<file path="src/rtl/trap_vector_ctrl_if.sv">
// rtl/trap_vector_ctrl_if.sv - pipeline/fetch side signal bundle of the machine-mode trap sequencer
interface trap_vector_ctrl_if #(
  parameter int XLEN       = 64,
  parameter int NUM_CAUSES = 4
);
  localparam int CW = (NUM_CAUSES > 1) ? $clog2(NUM_CAUSES) : 1;

  logic [NUM_CAUSES-1:0] exc_req;
  logic [XLEN-1:0]       exc_pc;
  logic [XLEN-1:0]       exc_tval;
  logic                  mret_req;
  logic                  flush;
  logic                  redirect_valid;
  logic [XLEN-1:0]       redirect_pc;
  logic [XLEN-1:0]       mepc;
  logic [CW-1:0]         mcause;
  logic [XLEN-1:0]       mtval;
  logic                  in_trap;
  logic                  fatal;

  modport master (
    output exc_req, exc_pc, exc_tval, mret_req,
    input  flush, redirect_valid, redirect_pc, mepc, mcause, mtval, in_trap, fatal
  );

  modport slave (
    input  exc_req, exc_pc, exc_tval, mret_req,
    output flush, redirect_valid, redirect_pc, mepc, mcause, mtval, in_trap, fatal
  );
endinterface

</file>
<file path="src/rtl/trap_vector_ctrl.sv">
// rtl/trap_vector_ctrl.sv - machine-mode trap sequencer: priority capture, flush, vectored redirect, mret return
// Optional per-cause trap counters under macro TRAP_VECTOR_PERF_CNT_EN.
module trap_vector_ctrl #(
  parameter int XLEN         = 64,
  parameter int NUM_CAUSES   = 4,
  parameter int MTVEC_BASE   = 472,
  parameter int VEC_STRIDE   = 8,
  parameter int FLUSH_CYCLES = 2
) (
  input  logic                   clk,
  input  logic                   rst,
  trap_vector_ctrl_if.slave      bus
`ifdef TRAP_VECTOR_PERF_CNT_EN
  ,
  input  logic [((NUM_CAUSES > 1) ? $clog2(NUM_CAUSES) : 1)-1:0] cnt_sel,
  output logic [15:0]            cnt_val,
  input  logic                   cnt_clr
`endif
);
  localparam int CW = (NUM_CAUSES > 1) ? $clog2(NUM_CAUSES) : 1;

  localparam logic [2:0] S_IDLE     = 3'd0;
  localparam logic [2:0] S_FLUSH    = 3'd1;
  localparam logic [2:0] S_REDIRECT = 3'd2;
  localparam logic [2:0] S_HANDLER  = 3'd3;
  localparam logic [2:0] S_RETURN   = 3'd4;

  logic [2:0]      state_q, state_d;
  logic [3:0]      fcnt_q, fcnt_d;
  logic [XLEN-1:0] mepc_q, mepc_d;
  logic [XLEN-1:0] mtval_q, mtval_d;
  logic [CW-1:0]   mcause_q, mcause_d;
  logic [XLEN-1:0] redirect_pc_q, redirect_pc_d;
  logic            fatal_q, fatal_d;

  logic            exc_any;
  logic            capture;
  logic [CW-1:0]   winner;
  logic [XLEN-1:0] vec_addr;

  assign exc_any = |bus.exc_req;
  assign capture = (state_q == S_IDLE) && exc_any;

  // Scan downward so the lowest set index is the last one written.
  always_comb begin
    winner = '0;
    for (int i = NUM_CAUSES - 1; i >= 0; i--) begin
      if (bus.exc_req[i]) winner = CW'(i);
    end
  end

  assign vec_addr = XLEN'(MTVEC_BASE) + XLEN'(VEC_STRIDE) * XLEN'(mcause_q);

  always_comb begin
    state_d       = state_q;
    fcnt_d        = fcnt_q;
    mepc_d        = mepc_q;
    mtval_d       = mtval_q;
    mcause_d      = mcause_q;
    redirect_pc_d = redirect_pc_q;
    fatal_d       = fatal_q;
    case (state_q)
      S_IDLE: begin
        if (exc_any) begin
          mepc_d   = bus.exc_pc;
          mtval_d  = bus.exc_tval;
          mcause_d = winner;
          fcnt_d   = 4'(FLUSH_CYCLES - 1);
          state_d  = S_FLUSH;
        end
      end
      S_FLUSH: begin
        if (fcnt_q == 4'd0) begin
          redirect_pc_d = vec_addr;
          state_d       = S_REDIRECT;
        end else begin
          fcnt_d = fcnt_q - 4'd1;
        end
      end
      S_REDIRECT: state_d = S_HANDLER;
      S_HANDLER: begin
        // A fault inside the handler cannot be nested; flag it and keep the first trap's context.
        if (exc_any) fatal_d = 1'b1;
        if (bus.mret_req) begin
          redirect_pc_d = mepc_q;
          state_d       = S_RETURN;
        end
      end
      S_RETURN: state_d = S_IDLE;
      default:  state_d = S_IDLE;
    endcase
  end

  always_ff @(posedge clk or posedge rst) begin
    if (rst) begin
      state_q       <= S_IDLE;
      fcnt_q        <= '0;
      mepc_q        <= '0;
      mtval_q       <= '0;
      mcause_q      <= '0;
      redirect_pc_q <= '0;
      fatal_q       <= 1'b0;
    end else begin
      state_q       <= state_d;
      fcnt_q        <= fcnt_d;
      mepc_q        <= mepc_d;
      mtval_q       <= mtval_d;
      mcause_q      <= mcause_d;
      redirect_pc_q <= redirect_pc_d;
      fatal_q       <= fatal_d;
    end
  end

  assign bus.flush          = (state_q == S_FLUSH) || (state_q == S_RETURN);
  assign bus.redirect_valid = (state_q == S_REDIRECT) || (state_q == S_RETURN);
  assign bus.in_trap        = (state_q != S_IDLE);
  assign bus.redirect_pc    = redirect_pc_q;
  assign bus.mepc           = mepc_q;
  assign bus.mcause         = mcause_q;
  assign bus.mtval          = mtval_q;
  assign bus.fatal          = fatal_q;

`ifdef TRAP_VECTOR_PERF_CNT_EN
  logic [15:0] perf_q [NUM_CAUSES];

  always_ff @(posedge clk or posedge rst) begin
    if (rst) begin
      for (int i = 0; i < NUM_CAUSES; i++) perf_q[i] <= '0;
    end else if (cnt_clr) begin
      for (int i = 0; i < NUM_CAUSES; i++) perf_q[i] <= '0;
    end else if (capture && (perf_q[winner] != 16'hFFFF)) begin
      perf_q[winner] <= perf_q[winner] + 16'd1;
    end
  end

  assign cnt_val = perf_q[cnt_sel];
`endif
endmodule

</file>
<file path="src/flat_wrapper.sv">
// flat-port wrapper written by rule: the top's interface ports become plain ports
module trap_vector_ctrl_flat 
#(
  parameter int XLEN         = 64,
  parameter int NUM_CAUSES   = 4,
  parameter int MTVEC_BASE   = 472,
  parameter int VEC_STRIDE   = 8,
  parameter int FLUSH_CYCLES = 2
)
  (clk, rst, bus_exc_req, bus_exc_pc, bus_exc_tval, bus_mret_req, bus_flush, bus_redirect_valid, bus_redirect_pc, bus_mepc, bus_mcause, bus_mtval, bus_in_trap, bus_fatal);
  trap_vector_ctrl_if #(.XLEN(XLEN), .NUM_CAUSES(NUM_CAUSES)) bus_i ();
  input  logic clk;
  input  logic rst;
  input wire logic [$bits(bus_i.exc_req)-1:0] bus_exc_req;
  input wire logic [$bits(bus_i.exc_pc)-1:0] bus_exc_pc;
  input wire logic [$bits(bus_i.exc_tval)-1:0] bus_exc_tval;
  input wire logic [$bits(bus_i.mret_req)-1:0] bus_mret_req;
  output wire logic [$bits(bus_i.flush)-1:0] bus_flush;
  output wire logic [$bits(bus_i.redirect_valid)-1:0] bus_redirect_valid;
  output wire logic [$bits(bus_i.redirect_pc)-1:0] bus_redirect_pc;
  output wire logic [$bits(bus_i.mepc)-1:0] bus_mepc;
  output wire logic [$bits(bus_i.mcause)-1:0] bus_mcause;
  output wire logic [$bits(bus_i.mtval)-1:0] bus_mtval;
  output wire logic [$bits(bus_i.in_trap)-1:0] bus_in_trap;
  output wire logic [$bits(bus_i.fatal)-1:0] bus_fatal;
  assign bus_i.exc_req = bus_exc_req;
  assign bus_i.exc_pc = bus_exc_pc;
  assign bus_i.exc_tval = bus_exc_tval;
  assign bus_i.mret_req = bus_mret_req;
  assign bus_flush = bus_i.flush;
  assign bus_redirect_valid = bus_i.redirect_valid;
  assign bus_redirect_pc = bus_i.redirect_pc;
  assign bus_mepc = bus_i.mepc;
  assign bus_mcause = bus_i.mcause;
  assign bus_mtval = bus_i.mtval;
  assign bus_in_trap = bus_i.in_trap;
  assign bus_fatal = bus_i.fatal;
  trap_vector_ctrl #(.XLEN(XLEN), .NUM_CAUSES(NUM_CAUSES), .MTVEC_BASE(MTVEC_BASE), .VEC_STRIDE(VEC_STRIDE), .FLUSH_CYCLES(FLUSH_CYCLES)) u_core (.clk(clk), .rst(rst), .bus(bus_i));
endmodule
</file>
<file path="config.mk">
export PLATFORM = sky130hd
export DESIGN_NAME = trap_vector_ctrl_flat
export DESIGN_NICKNAME = d
export VERILOG_FILES = /design/src/rtl/trap_vector_ctrl_if.sv /design/src/rtl/trap_vector_ctrl.sv /design/src/flat_wrapper.sv
export SDC_FILE = /design/constraint.sdc
export NUM_CORES = 1
export LEC_CHECK = 0
export BUFFER_PORTS_ARGS = -buffer_cell sky130_fd_sc_hd__buf_2
export CAP_MARGIN = 20
export CELL_PAD_IN_SITES_DETAIL_PLACEMENT = 1
export CELL_PAD_IN_SITES_GLOBAL_PLACEMENT = 1
export CORE_ASPECT_RATIO = 1.2
export CORE_UTILIZATION = 39
export CTS_CLUSTER_DIAMETER = 120
export CTS_CLUSTER_SIZE = 10
export DETAILED_ROUTE_END_ITERATION = 8
export PLACE_DENSITY_LB_ADDON = 0.05
export SETUP_SLACK_MARGIN = 0.02
export SYNTH_ARGS = -nofsm -noshare
export SYNTH_HDL_FRONTEND = slang
export SYNTH_SLANG_ARGS = --single-unit
</file>
<file path="constraint.sdc">
create_clock -name clk -period 6.3 [get_ports clk]
set_clock_uncertainty 0.1 [all_clocks]
set_input_delay 0 -clock clk [delete_from_list [all_inputs] [get_ports clk]]
set_output_delay 0 -clock clk [all_outputs]
set_load 0.01 [all_outputs]
</file>
# Yosys cells after proc, flatten, opt, wreduce, memory -nomap -nowiden
# Index checks and enable logic that the tools add are counted.
[classes]
addsub = 2
eq_ne = 8
n_mux = 14
n_reduce_logical = 13
[op_table]
columns = ["operator", "n"]
rows = [
  ["64-bit two-way mux", 2],
  ["64-bit case mux with 2 select lines", 1],
  ["3-bit case mux with 4 select lines", 1],
  ["9-bit by 5-bit adder with 10-bit output, first input constant", 1],
  ["3-bit two-way mux", 3],
  ["3-bit AND reduction", 3],
  ["2-bit two-way mux", 4],
  ["4-bit two-way mux", 2],
  ["4-bit case mux with 2 select lines", 1],
  ["3-bit by 2-bit equality test with 1-bit output, second input constant", 2],
  ["4-bit zero test", 1],
  ["2-bit by 1-bit inequality test with 1-bit output, second input constant", 2],
  ["2-bit inequality test, second input constant", 2],
  ["2-bit AND reduction", 2],
  ["2-bit nonzero test", 2],
  ["4-bit OR reduction", 1],
  ["4-bit by 1-bit subtractor with 4-bit output, second input constant", 1],
  ["3-bit by 1-bit equality test with 1-bit output, second input constant", 1],
  ["3-bit equality test, second input constant", 1],
  ["3-bit zero test", 1],
  ["3-bit nonzero test", 1],
  ["1-bit logical OR", 2],
]
[totals]
regBits = 202
inputBits = 135
output_inout_bits = 198
wordCells = 44

# Longest topological paths before layout
# Gate-level depths: netlist (run 1).
[depth]
ltp_word = 4
ltp_mapped = 7
ltp_nobuf = 5

# Worst setup path before layout (run 1)
# Ideal clock, no wire load.
[synth_timing]
path_kind = "register to register"
from = "register u_core.state_q[1]"
to = "register u_core.mepc_q[0] (netlist: u_core.bus.mepc[0])"
setup_time_ns = 0.125
arrival_ns = 1.755
t_required_ns = 6.075
slack_ns = 4.319
path_stages_with_launch = 8
n_path_buf = 4
synth_period_minus_slack_ns = 1.981
cell_sequence = "dfrtp_1 -> buf_6 -> or3_1 -> buf_6 -> nor2_4 -> buf_12 -> buf_12 -> mux2_4"
[synth_via]
elab_chain_cells = 2
[synth_rtl]
columns = ["item", "line", "rtl"]
rows = [
  ["start, declared", "trap_vector_ctrl.sv:28", "logic [2:0] state_q, state_d;"],
  ["start signal, assigned", "trap_vector_ctrl.sv:104", "state_q <= state_d;"],
  ["3-bit zero test", "n/a", ""],
  ["2-bit AND reduction (no line)", "n/a", ""],
  ["end signal, assigned", "trap_vector_ctrl.sv:106", "mepc_q <= mepc_d;"],
  ["end, declared", "trap_vector_ctrl.sv:30", "logic [XLEN-1:0] mepc_q, mepc_d;"],
]
# Every way passes these cells.
# A chain may end at the register's enable or synchronous reset.

# Worst setup path after layout (run 1)
[layout_timing]
from = "register u_core.state_q[1]"
to = "register u_core.mepc_q[54] (netlist: u_core.bus.mepc[54])"
# The elaborated chain is that of the path after synthesis.

==> results of run 1 <==
-- cells in the mapped netlist, drive strengths merged, types with 3 or more instances --
| cell type | count |
|---|---|
| a21oi | 4 |
| a22o | 58 |
| buf | 26 |
| clkbuf | 5 |
| dfrtp | 202 |
| ha | 3 |
| inv | 9 |
| mux2 | 129 |
| nand3 | 3 |
| nor2 | 7 |
| o21a | 4 |
| o21ai | 4 |
| o22a | 3 |
-- registers in the layout (all words and copies together) (netlist names) --
signal                  cells
u_core.state_q              3
u_core.bus.mcause           2
u_core.bus.mepc            64
u_core.bus.mtval           64
u_core.bus.fatal            1
u_core.fcnt_q               4
u_core.bus.redirect_pc     64
-- worst max-delay path, delay by kind of cell (launching register included) --
family / cells / cell delay [ns]
flip-flops: 1 / 0.49
multiplexers: 1 / 0.38
buffers and inverters: 2 / 1.48
AND/OR/NAND/NOR: 2 / 0.72
-- area by class of cell --
class / instances / area share [%]
Multi-Input combinational cell: 241 / 23.0
Clock inverter: 1 / 0.0734
Inverter: 9 / 0.346
Tap cell: 265 / 2.78
Timing Repair Buffer: 477 / 26.2
Sequential cell: 202 / 42.4
Clock buffer: 25 / 5.24
-- worst max path at each step --
stage,cells past startpoint,endpoint,startpoint
floorplan,1,u_core.bus.fatal,rst
global placement,5,u_core.bus.mepc[54],u_core.state_q[1]
detailed placement,5,u_core.bus.mepc[54],u_core.state_q[1]
CTS,5,u_core.bus.mepc[54],u_core.state_q[1]
global route,5,u_core.bus.mepc[54],u_core.state_q[1]
finish,5,u_core.bus.mepc[54],u_core.state_q[1]
-- timing repair --
| item | 4_1_cts | 5_1_grt |
|---|---|---|
| hold buffers | 137 | 0 |
| gates resized for setup | 0 | 0 |
| endpoints found under the hold margin | 251 | 0 |
-- layout by cell type, fill, tap and decap left out, types with 4 or more instances in the layout --
master and instances:
o21a_1 4, mux2_2 18, mux2_1 11, buf_4 5, dlygate4sd3_1 137, inv_1 7, a22o_1 58, clkbuf_16 25
dfrtp_1 202, buf_2 332, nor2_1 6, mux2_4 100
-- per-stage QoR --
step | setup slack (ns) | instance area (sq um) | hold slack (ns) | std cells
5_1_grt | 2.79 | 11900 | 0.0681 | 1220
3_3_place_gp | 3.04 | 9870 | 0.115 | 1054
4_1_cts | 2.94 | 11900 | 0.00165 | 1218
6_report | 2.94 | 11900 | 0.0171 | 1220
3_5_place_dp | 2.96 | 9890 | 0.124 | 1055
2_1_floorplan | 0.689 | 8170 | 0.0347 | 483
-- cells by family (layout without fill, tap and decap cells) --
group / Yosys count / in the layout
AO/OA/AOI/OAI: 83 / 83
multiplexers: 129 / 129
adder cells (fa/ha/maj): 3 / 3
flip-flops: 202 / 202
buffers and inverters: 40 / 512
XOR/XNOR: 2 / 2
AND/OR/NAND/NOR: 24 / 24
-- per-layer routing --
layer  up-vias  global-route usage, %  share of wire, %  wire (um)
met5         -                      0                 0          0
met4         0                   9.24               3.8        978
met3        60                   4.42               5.4       1400
met2       226                   44.1                53      13600
met1      3101                   27.4                38       9760
li1       2676                      -                 -          -
-- power by group through the flow --
stage	Combinational (W)	Clock (W)	Sequential [W]
finish	0.00284	0.00120	0.00241
global placement	0.00268	0	0.00237
detailed placement	0.00274	0	0.00241
CTS	0.00284	0.00123	0.00241
floorplan	0.00158	0	0.00263
global route	0.00304	0.00128	0.00249
==> flow_summary.ini, run 1 <==
[min_path]
hp-class = input port to register
worst_hold_path.endpoint = u_core.fcnt_q[0]
whs_path_depth = 4
hp-start = bus_exc_req[2]

[sta]
final_hold_viol_count = 0
slew_headroom_pct = 38.5
rsz0062_at_grt = false
slew_violations = 0
finalCriticalPeriod_ns = 3.36
fmax_mhz = 297
finalCritPeriodShare_pct = 53.4
worst_pin_slew_ns = 0.922
setup_tns_ns = 0
setup_violations = 0

[logic_synthesis]
synthDistinctLibCells = 41
synth_fa_ha_area_share_pct = 0.459
synth_edf_count = 0
yosysTopAreaCell = dfrtp_1
synth-compound-area-share_pct = 8.50
ys_warn_count = 0
synth_top_family_by_area = multiplexers
async_flop_share_pct = 100
synth-xor-area-share_pct = 0.214
postSynthCellCount = 483
synth-seq-cells = 202
ys_top_cells_by_area = dfrtp_1, mux2_4, a22o_1
synth_area_sq_um = 8170
yosysTopAreaCellShare_pct = 61.9
synth-simple-area-share_pct = 1.96
synthMuxAreaShare_pct = 22.4
avgSynthCellArea_sq_um = 16.9
synthFlopType = dfrtp_1
seq_area_frac_synth_pct = 61.9
mappedNetlistNets = 621

[global_routing]
grt_use_total_pct = 24.0
antenna_found_initial = 0
grt_pass1_wl_um = 40400
overflow = 0
grt_pass1_vias = 7080
grt_max_degree = 118

[final_layout]
fillers = 2087
nNetsFinal = 1093
drive_gt1_share_pct = 51.8
diodes = 0
seq_area_sq_um = 5050
areaGrowthSynthToFinish_pct = 46.0
multiInputGateArea_sq_um = 2750
final_util_pct = 58.5

[routing]
wire_per_inst_um = 21.1
ant_nets = 0
drcViolationCount = 0
dr.pass1.iters = 4
num_vias = 6063
via_per_inst = 4.97
drt_wl_total_um = 25800
drtIter0Drc = 181

[power_and_ir_drop]
leakage_nw = 6.00
p_comb_share_pct = 44.0
p_switching_w = 0.00230
vdd_drop_max_mv = 0.290
seqPwrFrac_pct = 37.4
power_frac_clock_pct = 18.6
switching_share_pct = 35.6
p_per_area_nw_per_um2 = 541
internal_power_w = 0.00416
p_total_w = 0.00646

[die]
rows = 57
start_util_pct = 40.1
io_pins = 333
dieArea_sq_um = 21500
core_sq_um = 20400
fp.dieW_um = 134
die_y_um = 161

[setup_path]
reg2reg_depth = 5
cpMostUsedCell = buf_4
crit_arrival_ns = 3.64
r2r-start = u_core.state_q[1]
critPathLaunchType = register
path_class = register to register
reg2reg_to = u_core.bus.mepc[54]
worst_path_max_delay_cell = buf_4
slowest_delay_ns = 0.85
reg2reg_slack_ns = 2.94
path_max_fanout = 49
required_ns = 6.57
crit_path_end_kind = register
cp_cell_sequence = or3_1 -> nor2_4 -> buf_4 -> buf_4 -> mux2_1

[clocking]
cts_root_buf = clkbuf_16
insertion_delay_ns = 0.51
cts_buffer_depth = 3
cts_buffers = 24
cts_tree = built
cts_htree_levels = 1
postCtsSetupBuffers = 0
cts.reportedPaths.clkPinSlew_ns = 0.06
clock_sinks = 202

[run]
drv_cap = 0

[place]
dp_hpwl_um = 15900
gp_congestion = 0.815
io_buffers = 332

[run_status]
status = finished clean
Note: power is estimated with default switching activity, not from simulation.
==> run 2: changes to the inputs <==
--- a/config.mk
+++ b/config.mk
@@ -10,7 +10,7 @@
 export CELL_PAD_IN_SITES_DETAIL_PLACEMENT = 1
 export CELL_PAD_IN_SITES_GLOBAL_PLACEMENT = 1
 export CORE_ASPECT_RATIO = 1.2
-export CORE_UTILIZATION = 39
+export CORE_UTILIZATION = 35
 export CTS_CLUSTER_DIAMETER = 120
 export CTS_CLUSTER_SIZE = 10
 export DETAILED_ROUTE_END_ITERATION = 8
==> constraint.sdc (replaced) <==
create_clock -name clk -period 3.06 [get_ports clk]
set_clock_uncertainty 0.1 [all_clocks]
set_input_delay 0 -clock clk [delete_from_list [all_inputs] [get_ports clk]]
set_output_delay 0 -clock clk [all_outputs]
set_load 0.01 [all_outputs]
==> run 2 against run 1 <==
Net effect: power increased by 110%; largest cell class unchanged; cell count grew 3.9%; sequential power grew 100%.
==> flow_summary.ini, run 2 (synthesis gave the netlist of run 1 again) <==
[sta]
slew_headroom_pct = 39.6
slew_violations = 0
whs_ns = 0.135
rsz0062_at_grt = false
worst_pin_slew_ns = 0.905
setup_tns_ns = 0
fmax_mhz = 423
final_hold_viol_count = 0
finalCriticalPeriod_ns = 2.36
finalCritPeriodShare_pct = 77.2
setup_violations = 0

[clocking]
cts_buffers = 24
cts_root_buf = clkbuf_16
cts_buffer_depth = 3
ctsResizeCount = 0
cts_tree = built
cts_htree_levels = 1
cts.reportedPaths.clkPinSlew_ns = 0.06
clock_sinks = 202
insertion_delay_ns = 0.50

[routing]
via_per_inst = 4.76
drtIter0Drc = 237
drt_wl_total_um = 24900
drcViolationCount = 0
wire_per_inst_um = 19.7
dr.pass1.iters = 4
wl_met2_um = 12800
top_layer = met4
ant_nets = 0
num_vias = 6031
wl_met1_um = 9900
met3_wirelength_um = 1400

[setup_path]
path_max_fanout = 59
slowest_delay_ns = 0.57
crit_arrival_ns = 2.64
crit_path_end_kind = register
worst_path_max_delay_cell = or3_1
required_ns = 3.34
path_class = register to register
worst-path-buf-inv = 1
crit_path_start = u_core.state_q[1]
cp_cell_sequence = or3_1 -> nor2_4 -> buf_12 -> mux2_2
crit_family = simple AND/OR/NAND/NOR gates
critPathLaunchType = register
r2r-start = u_core.state_q[1]

[global_routing]
antenna_found_initial = 1
overflow = 0
grt_pass1_wl_um = 39200
grt_pass1_vias = 6796
grt_max_degree = 85
grt_use_total_pct = 20.9

[die]
fp.dieW_um = 141
die_y_um = 169
io_pins = 333
rows = 60
start_util_pct = 36.0
core_sq_um = 22700
dieArea_sq_um = 24000

[final_layout]
seq_area_sq_um = 5050
final_common_cell = buf_2
final_cell_mix = buf_2, dfrtp_1, dlygate4sd3_1, mux2_4, a22o_1
drive_gt1_share_pct = 51.9
areaGrowthSynthToFinish_pct = 47.0
nNetsFinal = 1094
fillers = 2343
multiInputGateArea_sq_um = 2750

[run_status]
status = finished clean

[power_and_ir_drop]
p_per_area_nw_per_um2 = 1100
vdd_drop_max_mv = 0.762
leakage_nw = 6.00

[run]
drv_cap = 0

[place]
io_buffers = 332
gp_congestion = 0.732
dp_hpwl_um = 16000

[min_path]
hp-class = input port to async pin
[run 2: changes by cell type in the layout (fill, tap and decap cells not counted)]
cell,change
diode_2,+1
clkbuf_4,-1
inv_8,-1
clkinvlp_4,+1
buf_12,+3
buf_16,-1
[run 2: metal layers]
metal	vias up	track usage [%]
met1	3088	25.5
met4	0	7.34
met5	-	0
li1	2679	-
met3	44	3.87
met2	220	36.8
[run 2: worst min-delay path, stage by stage]
cell and delay (ns):
dlygate4sd3_1 0.53, buf_2 0.13, clkinvlp_4 0.58
[run 2: per-stage QoR]
stage / area [sq um] / setup WS [ns] / power, W / std cells / utilization [%]
floorplan: 8180 / 0.344 / 0.00867 / 483 / -
global placement: 10000 / 0.804 / 0.0104 / 1103 / 44.1
global route: 12000 / 0.594 / 0.0141 / 1267 / 53.0
CTS: 12000 / 0.722 / 0.0134 / 1266 / 53.0
detailed placement: 10000 / 0.721 / 0.0107 / 1103 / 44.1
finish: 12000 / 0.698 / 0.0133 / 1267 / 53.0
[run 2: final cells by class]
cell class / count / area share, %
Multi-Input combinational cell: 241 / 22.9
Sequential cell: 202 / 42.1
Tap cell: 310 / 3.23
Antenna cell: 1 / 0.0208
Clock buffer: 25 / 5.21
Inverter: 9 / 0.312
Clock inverter: 1 / 0.0729
Timing Repair Buffer: 478 / 26.2
[run 2: worst paths after layout]
kind	end	slack, ns	cells past startpoint
worst max-delay path	u_core.bus.mepc[58]	0.70	4
worst min-delay path	u_core.bus.mtval[24]	0.14	3
worst max register to register	u_core.bus.mepc[58]	0.70	4
worst min register to register	u_core.bus.fatal	0.38	1
max in group asynchronous	u_core.bus.redirect_pc[43]	1.77	4
min in group clk	u_core.bus.mepc[45]	0.14	5
[run 2: repair_timing]
| item | in CTS | in global routing |
|---|---|---|
| hold buffers | 137 | 0 |
| setup buffers | 0 | 0 |
| hold endpoints to repair | 173 | 0 |
[run 2: power by group]
group          switching [W]  leakage [nW]  total [W]  internal [W]
combinational        0.00274          3.25    0.00588       0.00314
clock                0.00103         0.313    0.00246       0.00143
sequential          0.000898          2.44    0.00493       0.00403
total                0.00467          6.00     0.0133       0.00860
==> run 3: changes to the inputs <==
--- a/config.mk
+++ b/config.mk
@@ -5,12 +5,13 @@
 export SDC_FILE = /design/constraint.sdc
 export NUM_CORES = 1
 export LEC_CHECK = 0
+export ABC_AREA = 1
 export BUFFER_PORTS_ARGS = -buffer_cell sky130_fd_sc_hd__buf_2
 export CAP_MARGIN = 20
 export CELL_PAD_IN_SITES_DETAIL_PLACEMENT = 1
 export CELL_PAD_IN_SITES_GLOBAL_PLACEMENT = 1
 export CORE_ASPECT_RATIO = 1.2
-export CORE_UTILIZATION = 35
+export CORE_UTILIZATION = 31
 export CTS_CLUSTER_DIAMETER = 120
 export CTS_CLUSTER_SIZE = 10
 export DETAILED_ROUTE_END_ITERATION = 8
==> constraint.sdc (replaced) <==
create_clock -name clk -period 1.9 [get_ports clk]
set_clock_uncertainty 0.1 [all_clocks]
set_input_delay 0 -clock clk [delete_from_list [all_inputs] [get_ports clk]]
set_output_delay 0 -clock clk [all_outputs]
set_load 0.01 [all_outputs]
==> run 3 against run 2 <==
Net effect: flip-flop and latch count stayed put; utilization is 4.5 points lower; non-clock buffer count is 12 higher; sequential power is 54% higher; final area is 0.49% higher; cell count is 34% higher; worst hold slack worse by 0.035 ns; critical endpoint is now u_core.bus.mcause[1]; largest power group unchanged.
==> flow_summary.ini, run 3 <==
[setup_path]
crit_path_end_kind = register
required_ns = 2.23
r2r-start = u_core.state_q[0]
crit_path_start = u_core.state_q[0]
path_class = register to register
path_max_fanout = 4
crit_arrival_ns = 2.02
critPathLaunchType = register

[logic_synthesis]
synthTopCellsByCount = nand2_1, dfrtp_1, nand3_1
seq_area_frac_synth_pct = 63.7
mappedNetlistNets = 1047
async_flop_share_pct = 100
avgSynthCellArea_sq_um = 8.72
synth.most_common_cell = nand2_1
synth_edf_count = 0
synthDistinctLibCells = 22
synth-seq-cells = 202
synth_area_sq_um = 7930
yosysTopAreaCell = dfrtp_1
yosysTopAreaCellShare_pct = 63.7
ys_top_cells_by_area = dfrtp_1, nand2_1, nand3_1
synthFlopType = dfrtp_1
ys_warn_count = 0
postSynthCellCount = 909

[sta]
slew_headroom_pct = 59.0
whs_ns = 0.101
finalCritPeriodShare_pct = 89.0
finalCriticalPeriod_ns = 1.69
slew_violations = 0
fmax_mhz = 591
worst_pin_slew_ns = 0.615
setup_ws_ns = 0.209
final_hold_viol_count = 0
rsz0062_at_grt = false
setup_violations = 0

[clocking]
postCtsSetupBuffers = 0
clock_sinks = 202
cts_buffer_depth = 3
cts_root_buf = clkbuf_16
cts_tree = built
cts_buffers = 24
ctsResizeCount = 0
cts_htree_levels = 1
insertion_delay_ns = 0.50
cts_hold_buffers = 137
cts.reportedPaths.clkPinSlew_ns = 0.06

[routing]
via_per_inst = 4.51
drt_wl_total_um = 27200
dr.pass1.iters = 4
wire_per_inst_um = 16.0
ant_nets = 0
drtIter0Drc = 207
drcViolationCount = 0
num_vias = 7675

[die]
fp.dieW_um = 148
die_y_um = 177
start_util_pct = 31.8
rows = 63
dieArea_sq_um = 26200
core_sq_um = 24900
io_pins = 333

[global_routing]
grt_use_total_pct = 20.7
grt_pass1_wl_um = 43200
overflow = 0
grt_max_degree = 70
grt_pass1_vias = 8304
antenna_found_initial = 1

[min_path]
hp-class = input port to async pin

[place]
dpl-instance-area_sq_um = 10100
io_buffers = 332
place_ws_ns = 0.223
gp_congestion = 0.750
dp_hpwl_um = 18100

[run_status]
status = finished clean

[power_and_ir_drop]
p_total_w = 0.0202
vdd_drop_max_mv = 0.717
p_per_area_nw_per_um2 = 1670
leakage_nw = 6.88

[final_layout]
multiInputGateArea_sq_um = 2580
fillers = 3036
areaGrowthSynthToFinish_pct = 52.2
final_cell_mix = nand2_1, buf_2, dfrtp_1, dlygate4sd3_1, nand3_1
final_common_cell = nand2_1
final_area_sq_um = 12100
nNetsFinal = 1514
seq_area_sq_um = 5050
drive_gt1_share_pct = 28.3

[run]
drv_cap = 0
run 3: routing by layer:
metal,part of all wire [%],up-vias,track usage [%]
li1,-,3711,-
met1,41,3704,24.5
met2,50,223,36.5
met3,6.7,37,5.39
met4,2.2,0,5.88
met5,0,-,0
run 3: worst paths after layout:
kind	depth (start not counted)	slack, ns	end
worst max-delay path	6	0.21	u_core.bus.mcause[1]
worst min-delay path	4	0.10	u_core.bus.mtval[40]
worst max register to register	6	0.21	u_core.bus.mcause[1]
worst min register to register	2	0.37	u_core.bus.mtval[7]
max in group asynchronous	4	1.22	u_core.bus.mepc[46]
min in group clk	4	0.12	u_core.bus.mtval[25]
run 3: area by class of cell:
cell class,count,share of cell area (%)
Inverter,18,0.612
Timing Repair Buffer,490,27.5
Clock inverter,1,0.0726
Multi-Input combinational cell,640,21.4
Clock buffer,25,5.18
Sequential cell,202,41.9
Antenna cell,2,0.0415
Tap cell,325,3.37
run 3: kinds of logic after synthesis:
group | count (synthesis) | share of synthesized area, %
adder cells (fa/ha/maj) | 3 | 0.473
AND/OR/NAND/NOR | 623 | 31.0
AO/OA/AOI/OAI | 13 | 0.899
flip-flops | 202 | 63.7
buffers and inverters | 67 | 3.80
XOR/XNOR | 1 | 0.110
run 3: power by group:
group	switching [W]	internal (W)
registers	0.00125	0.00634
clock network	0.00170	0.00230
logic	0.00529	0.00329
run 3: worst max-delay path, cell delays in order, from the launching register on:
cell	delay, ns
dfrtp_1	0.41
inv_2	0.10
nand2_1	0.10
nor2_4	0.15
nand2_1	0.06
dlygate4sd3_1	0.56
o22ai_1	0.14
run 3: stage by stage:
stage                     utilization, %  TNS [ns]  std cells
after floorplan                        -   -164.89        909
after global placement              40.4         0       1538
after detailed placement            40.4         0       1538
after CTS                           48.4         0       1701
after global routing                48.5         0       1702
final                               48.5         0       1703
